`config.mk`:
```
export PLATFORM = sky130hd
export DESIGN_NAME = id_ex_pipe
export DESIGN_NICKNAME = d
export VERILOG_FILES = /design/src/rtl/id_ex_pipe.sv
export SDC_FILE = /design/constraint.sdc
export NUM_CORES = 1
export LEC_CHECK = 0
export ABC_AREA = 1
export CAP_MARGIN = 20
export CORE_MARGIN = 3
export CORE_UTILIZATION = 29
export DETAILED_ROUTE_END_ITERATION = 8
export GPL_ROUTABILITY_DRIVEN = 0
export GPL_TIMING_DRIVEN = 0
export HOLD_SLACK_MARGIN = 0.1
export PLACE_DENSITY_LB_ADDON = 0.15
export SETUP_SLACK_MARGIN = 0.2
export SLEW_MARGIN = 15
export SYNTH_ARGS = -nofsm -noshare
export SYNTH_HDL_FRONTEND = slang
export SYNTH_SLANG_ARGS = --single-unit
```
`constraint.sdc`:
```
create_clock -name clk -period 1.5 [get_ports clk]
set_input_delay 0.375 -clock clk [delete_from_list [all_inputs] [get_ports clk]]
set_output_delay 0.375 -clock clk [all_outputs]
set_load 0.1 [all_outputs]
```
`src/rtl/id_ex_pipe.sv`:
```
// id_ex_pipe: ID/EX pipeline register with stall hold, bubble insertion and a saturating bubble counter.
// Define WB_BYPASS_EN to add the same-cycle write-back bypass on the RD1/RD2 operands.
module id_ex_pipe #(
  parameter int N  = 32,
  parameter int RN = 5,
  parameter int CN = 12
) (
  input  logic          clk,
  input  logic          rst,
  input  logic          stall,
  input  logic          flush,
  input  logic          id_valid,
  input  logic [N-1:0]  pc_in,
  input  logic [N-1:0]  rd1_in,
  input  logic [N-1:0]  rd2_in,
  input  logic [N-1:0]  imm_in,
  input  logic [RN-1:0] rs1_in,
  input  logic [RN-1:0] rs2_in,
  input  logic [RN-1:0] rd_in,
  input  logic [CN-1:0] ctrl_in,
  input  logic          wb_reg_write,
  input  logic [RN-1:0] wb_rd,
  input  logic [N-1:0]  wb_data,
  output logic          ex_valid,
  output logic [N-1:0]  pc_ex,
  output logic [N-1:0]  rd1_ex,
  output logic [N-1:0]  rd2_ex,
  output logic [N-1:0]  imm_ex,
  output logic [RN-1:0] rs1_ex,
  output logic [RN-1:0] rs2_ex,
  output logic [RN-1:0] rd_ex,
  output logic [CN-1:0] ctrl_ex,
  output logic [15:0]   bubble_cnt
);

  logic          r_valid;
  logic [N-1:0]  r_pc;
  logic [N-1:0]  r_rd1;
  logic [N-1:0]  r_rd2;
  logic [N-1:0]  r_imm;
  logic [RN-1:0] r_rs1;
  logic [RN-1:0] r_rs2;
  logic [RN-1:0] r_rd;
  logic [CN-1:0] r_ctrl;
  logic [15:0]   r_bubble_cnt;

  logic          w_load_bubble;
  logic          w_load_instr;
  logic [N-1:0]  w_rd1_sel;
  logic [N-1:0]  w_rd2_sel;

  // Edge action decode: flush beats stall, stall beats an idle ID stage.
  always_comb begin
    w_load_bubble = 1'b0;
    w_load_instr  = 1'b0;
    if (flush) begin
      w_load_bubble = 1'b1;
    end else if (stall) begin
      w_load_bubble = 1'b0;
      w_load_instr  = 1'b0;
    end else if (!id_valid) begin
      w_load_bubble = 1'b1;
    end else begin
      w_load_instr  = 1'b1;
    end
  end

`ifdef WB_BYPASS_EN
  // The register file still shows the pre-write value this cycle; forward WB data, never for x0.
  always_comb begin
    w_rd1_sel = rd1_in;
    w_rd2_sel = rd2_in;
    if (wb_reg_write && (wb_rd == rs1_in) && (rs1_in != {RN{1'b0}})) begin
      w_rd1_sel = wb_data;
    end else begin
      w_rd1_sel = rd1_in;
    end
    if (wb_reg_write && (wb_rd == rs2_in) && (rs2_in != {RN{1'b0}})) begin
      w_rd2_sel = wb_data;
    end else begin
      w_rd2_sel = rd2_in;
    end
  end
`else
  logic w_unused_wb;
  assign w_unused_wb = ^{wb_reg_write, wb_rd, wb_data};

  // Without the bypass the operands come straight from the register file.
  always_comb begin
    w_rd1_sel = rd1_in;
    w_rd2_sel = rd2_in;
  end
`endif

  // Stage registers: bubble zeroes everything, stall holds, otherwise capture ID.
  always_ff @(posedge clk or negedge rst) begin
    if (!rst) begin
      r_valid      <= 1'b0;
      r_pc         <= {N{1'b0}};
      r_rd1        <= {N{1'b0}};
      r_rd2        <= {N{1'b0}};
      r_imm        <= {N{1'b0}};
      r_rs1        <= {RN{1'b0}};
      r_rs2        <= {RN{1'b0}};
      r_rd         <= {RN{1'b0}};
      r_ctrl       <= {CN{1'b0}};
      r_bubble_cnt <= 16'h0000;
    end else if (w_load_bubble) begin
      r_valid <= 1'b0;
      r_pc    <= {N{1'b0}};
      r_rd1   <= {N{1'b0}};
      r_rd2   <= {N{1'b0}};
      r_imm   <= {N{1'b0}};
      r_rs1   <= {RN{1'b0}};
      r_rs2   <= {RN{1'b0}};
      r_rd    <= {RN{1'b0}};
      r_ctrl  <= {CN{1'b0}};
      if (r_bubble_cnt != 16'hFFFF) begin
        r_bubble_cnt <= r_bubble_cnt + 16'd1;
      end else begin
        r_bubble_cnt <= r_bubble_cnt;
      end
    end else if (w_load_instr) begin
      r_valid <= 1'b1;
      r_pc    <= pc_in;
      r_rd1   <= w_rd1_sel;
      r_rd2   <= w_rd2_sel;
      r_imm   <= imm_in;
      r_rs1   <= rs1_in;
      r_rs2   <= rs2_in;
      r_rd    <= rd_in;
      r_ctrl  <= ctrl_in;
    end else begin
      r_valid      <= r_valid;
      r_bubble_cnt <= r_bubble_cnt;
    end
  end

  assign ex_valid   = r_valid;
  assign pc_ex      = r_pc;
  assign rd1_ex     = r_rd1;
  assign rd2_ex     = r_rd2;
  assign imm_ex     = r_imm;
  assign rs1_ex     = r_rs1;
  assign rs2_ex     = r_rs2;
  assign rd_ex      = r_rd;
  assign ctrl_ex    = r_ctrl;
  assign bubble_cnt = r_bubble_cnt;

endmodule

```
# After elaboration in Yosys (flattened, before gate mapping)
# Cells that the tools add are included.
# Widths: inputs -> output; s select.
dict set report word_totals {
  word_cells 38
  out_inout_bits 172
  input_bits 198
  regBits 172
}
dict set report classes {
  eq_ne 1
  muxes 24
  n_reduce_logical 2
  add_sub_neg 1
}
# op count
set ops {}
lappend ops {{$mux 32} 8}
lappend ops {{$mux 5} 6}
lappend ops {{$mux 12} 2}
lappend ops {{$add 16x1->16 const B} 1}
lappend ops {{$ne 16x16->1 const B} 1}
lappend ops {{$mux 1} 8}
lappend ops {{$reduce_and 2->1} 1}
lappend ops {{$reduce_bool 2->1} 1}

# Logic depth before layout (Yosys ltp)
dict set report depth {
  ltp_word 5
  depth_mapped 9
}

# Worst setup path before layout
# Ideal clock, no wire load.
dict set report synth_path {
  kind {reg2reg}
  from {register r_bubble_cnt[0], in the netlist bubble_cnt[0]}
  to {register r_bubble_cnt[11], in the netlist bubble_cnt[11]}
  synth_period_minus_slack_ns 2.195
  t_arrival_ns 2.127
  setup_slack_ns -0.695
  path_buffers 2
  setup_time_ns 0.068
  path_stages_with_launch 10
  cell_sequence {dfrtp_1 -> ha_1 -> clkbuf_2 -> nand3_1 -> nor2_1 -> nand2_4 -> nand2_4 -> buf_8 -> nand2_1 -> nand2_1}
}
dict set report synth_between {
  elab_chain_cells 2
  word_cells_on_any_way 3
}
# element line
set synth_rtl {}
lappend synth_rtl {{from (decl)} 45} ;# logic [15:0] r_bubble_cnt;
lappend synth_rtl {{from (signal assigned)} 119} ;# r_bubble_cnt <= r_bubble_cnt + 16'd1;
lappend synth_rtl {{from (signal assigned)} 121} ;# r_bubble_cnt <= r_bubble_cnt;
lappend synth_rtl {{from (signal assigned)} 135} ;# r_bubble_cnt <= r_bubble_cnt;
lappend synth_rtl {{branches (longest 2 deep; another with $add 16x1->16)} n/a}
# Parallel ways; which one is timed is not known.
# A chain may end at the register's enable or synchronous reset.

# Worst setup path in the final report
dict set report layout_path {
  from {register r_bubble_cnt[1], in the netlist bubble_cnt[1]}
  to {output bubble_cnt[1]}
}
# element line
set layout_lines {}
lappend layout_lines {{to (decl)} 33} ;# output logic [15:0] bubble_cnt
# No word-level cell between the ends.

==> impl_metrics.py <==
metrics = {
    "run_status": {
        "status": "complete, but fails checks",
        "violations": "hold timing, setup timing",
    },
    "logic_synthesis": {
        "syn_area_um2": 7270,
        "syn_inst": 826,
        "ys_types": 24,
        "synth_top_family_by_area": "simple AND/OR/NAND/NOR gates",
        "avgSynthCellArea_um2": 8.80,
        "ys_seq_area_share_pct": 59.2,
        "synth_mux_area_share_pct": 0,
        "synthAdderAreaFrac_pct": 0.172,
        "synth_compound_area_share_pct": 11.1,
        "yosysWarnings": 0,
        "synth_xor_area_share_pct": 0.602,
        "syn_nets": 1025,
        "synth_simple_gate_area_share_pct": 17.2,
        "ys_seq_elements": 172,
    },
    "sta": {
        "holdWs_ns": -0.168,
        "final_max_slew_viol_count": 0,
        "fin_crit_ns": 1.50,
        "worst_slew_pin_slew_ns": 0.387,
        "hold_viol_final": 43,
        "fin_ws_ns": -0.00350,
        "setup_viol": 2,
        "clock.fmax_mhz": 665,
        "timing.slew.headroom_pct": 74.2,
        "clock_skew_ns": 0.0144,
        "finalCritPeriodShare_pct": 100,
        "rsz0062_at_grt": "yes",
    },
    "setup_path": {
        "crit_fanout": 5,
        "slowest_delay_ns": 0.52,
        "cp-end-kind": "output port",
        "crit_buf_inv": 1,
        "ff2ff_path_depth": 10,
        "cp_cell_sequence": "buf_12",
        "worstPathRequired_ns": 1.12,
        "critical_path.top_delay_family": "flip-flops",
        "startpoint_type": "flip-flop",
        "cp.arrival_ns": 1.13,
        "worstSetupPathType": "flip-flop to output port",
        "critPathSlowestCell": "dfrtp_4",
        "path_depth": 1,
    },
    "grt": {
        "grt_usage_pct": 18.3,
        "grt_pass1_wl_um": 38300,
        "grt_max_degree": 72,
        "antenna_found_initial": 3,
        "overflow": 0,
        "grt_pass1_vias": 6875,
    },
    "die": {
        "initial_core_util_pct": 29.7,
        "ios": 370,
        "fp-row-count": 57,
        "coreArea_um2": 24500,
        "die_w_um": 164,
        "die_height_um": 164,
        "die_area_um2": 27000,
    },
    "layout": {
        "nets": 1444,
        "layout_commonest_cell": "buf_12",
        "final_layout_size_suffix_gt1_share_pct": 29.4,
        "fillCellCount": 2087,
        "layout_common_cells": "buf_12, inv_1, nand3_1",
        "multi_input_area_um2": 2220,
        "area_growth_pct": 95.6,
        "final_cells": 1583,
        "register_area_um2": 4360,
    },
    "clock_tree": {
        "clock_path_buffers": 2,
        "path_clk_slew_ns": 0.08,
        "clock_latency_ns": 0.43,
        "root_buffer": "clkbuf_16",
        "htree_num_levels": 4,
        "cts_tree": "done",
        "cts_made_buffers": 17,
        "clock_sinks": 172,
    },
    "detailed_routing": {
        "drt_iter0_drc": 408,
        "viasPerCell": 4.52,
        "drc": 0,
        "dr.pass1.iters": 5,
        "wl_per_cell_um": 16.6,
        "wirelength_um": 26200,
        "antenna_left": 0,
        "via_count": 7157,
    },
    "placed_design": {
        "dp.final_hpwl_um": 17600,
        "port_buffers": 331,
        "post-place-ws_ns": -0.944,
        "dp.cells": 1483,
    },
    "power_and_ir_drop": {
        "power.density_nw_per_um2": 991,
        "p_leak_nw": 6.73,
        "peakVddDrop_uv": 749,
        "power_mw": 14.1,
    },
    "run": {
        "drv_cap": 0,
    },
    "worst_hold_path": {
        "hp-class": "input pin to asynchronous set/reset pin",
    },
}
==> state kept, by name, indices dropped and copies added (netlist names) <==
name / count
bubble_cnt: 16
ctrl_ex: 12
ex_valid: 1
imm_ex: 32
pc_ex: 32
rd1_ex: 32
rd2_ex: 32
rd_ex: 5
rs1_ex: 5
rs2_ex: 5
==> through the flow <==
step                instance area [um2]  utilization [%]  TNS [ns]
finish                            14200             58.1  -0.00367
global route                      14200             58.1    -0.776
CTS                               13100             53.7    -0.188
detailed placement                11100             45.5   -177.57
global placement                  11100             45.3  -1511.91
floorplan                          7360                -     -1.16
==> synthesized netlist by cell type <==
cell | n | share of area, %
dfrtp_1 | 172 | 59
xor2_1 | 1 | 0.12
nand2_4 | 2 | 0.31
nand4_1 | 7 | 0.60
o21ai_0 | 158 | 11
xnor2_1 | 4 | 0.48
nor2_1 | 18 | 0.93
and3_2 | 1 | 0.10
buf_8 | 1 | 0.21
inv_2 | 2 | 0.10
buf_2 | 4 | 0.28
and2_4 | 1 | 0.12
nor3_1 | 1 | 0.069
ha_1 | 1 | 0.17
nor2_2 | 2 | 0.17
o21ai_2 | 1 | 0.12
nand3b_1 | 1 | 0.10
inv_1 | 168 | 8.7
nand2_1 | 69 | 3.6
a21oi_1 | 1 | 0.069
clkbuf_1 | 35 | 1.8
buf_1 | 12 | 0.62
nand3_1 | 163 | 11
clkbuf_2 | 1 | 0.069
==> report_power, final <==
group / internal (mW) / total (mW) / switching [mW]
Sequential: 4.90 / 5.22 / 0.315
Clock: 2.66 / 4.69 / 2.02
Combinational: 1.68 / 4.19 / 2.51
Total: 9.24 / 14.1 / 4.85
==> what timing repair did <==
action,in CTS,in global routing
hold endpoints to repair,43,43
endpoints found under the setup margin,338,338
pin swaps,7,8
setup buffers,34,30
resized for setup,1437,281
gates cloned,3,0
==> metal layers <==
layer	track usage, %	up-vias	wire length, um
met3	9.05	20	2890
met4	4.65	2	324
li1	-	3487	-
met2	28.8	253	12600
met5	0	-	9
met1	22.6	3395	10400
==> area by class of cell <==
cell class              count  share of cell area, %
repair inverters            1                 0.0616
clock buffers              18                   3.02
well taps                 324                   2.85
clock inverters            13                   1.26
plain buffers              53                   2.45
inverters                 170                   4.54
repair buffers            398                   39.5
diodes                      2                 0.0352
flip-flops and latches    172                   30.6
multi-input cells         432                   15.6
==> worst paths after layout <==
kind	from	to	slack, ns
min in group clk	rd1_in[8]	rd1_ex[8]	0.49
worst max-delay path	bubble_cnt[1]	bubble_cnt[1]	-0.003
worst max register to register	bubble_cnt[1]	bubble_cnt[4]	0.02
max in group asynchronous	rst	pc_ex[9]	0.64
worst min register to register	rd1_ex[18]	rd1_ex[18]	0.58
worst min-delay path	rst	bubble_cnt[10]	-0.17
==> logic make-up after synthesis <==
logic type	after synthesis
and+or+nand+nor	265
buffers and inverters	223
DFF	172
AOI/OAI and AO/OA	160
xor gates and xnor gates	5
adders and majority gates	1
No activity file was read; power rests on OpenSTA's default activity.
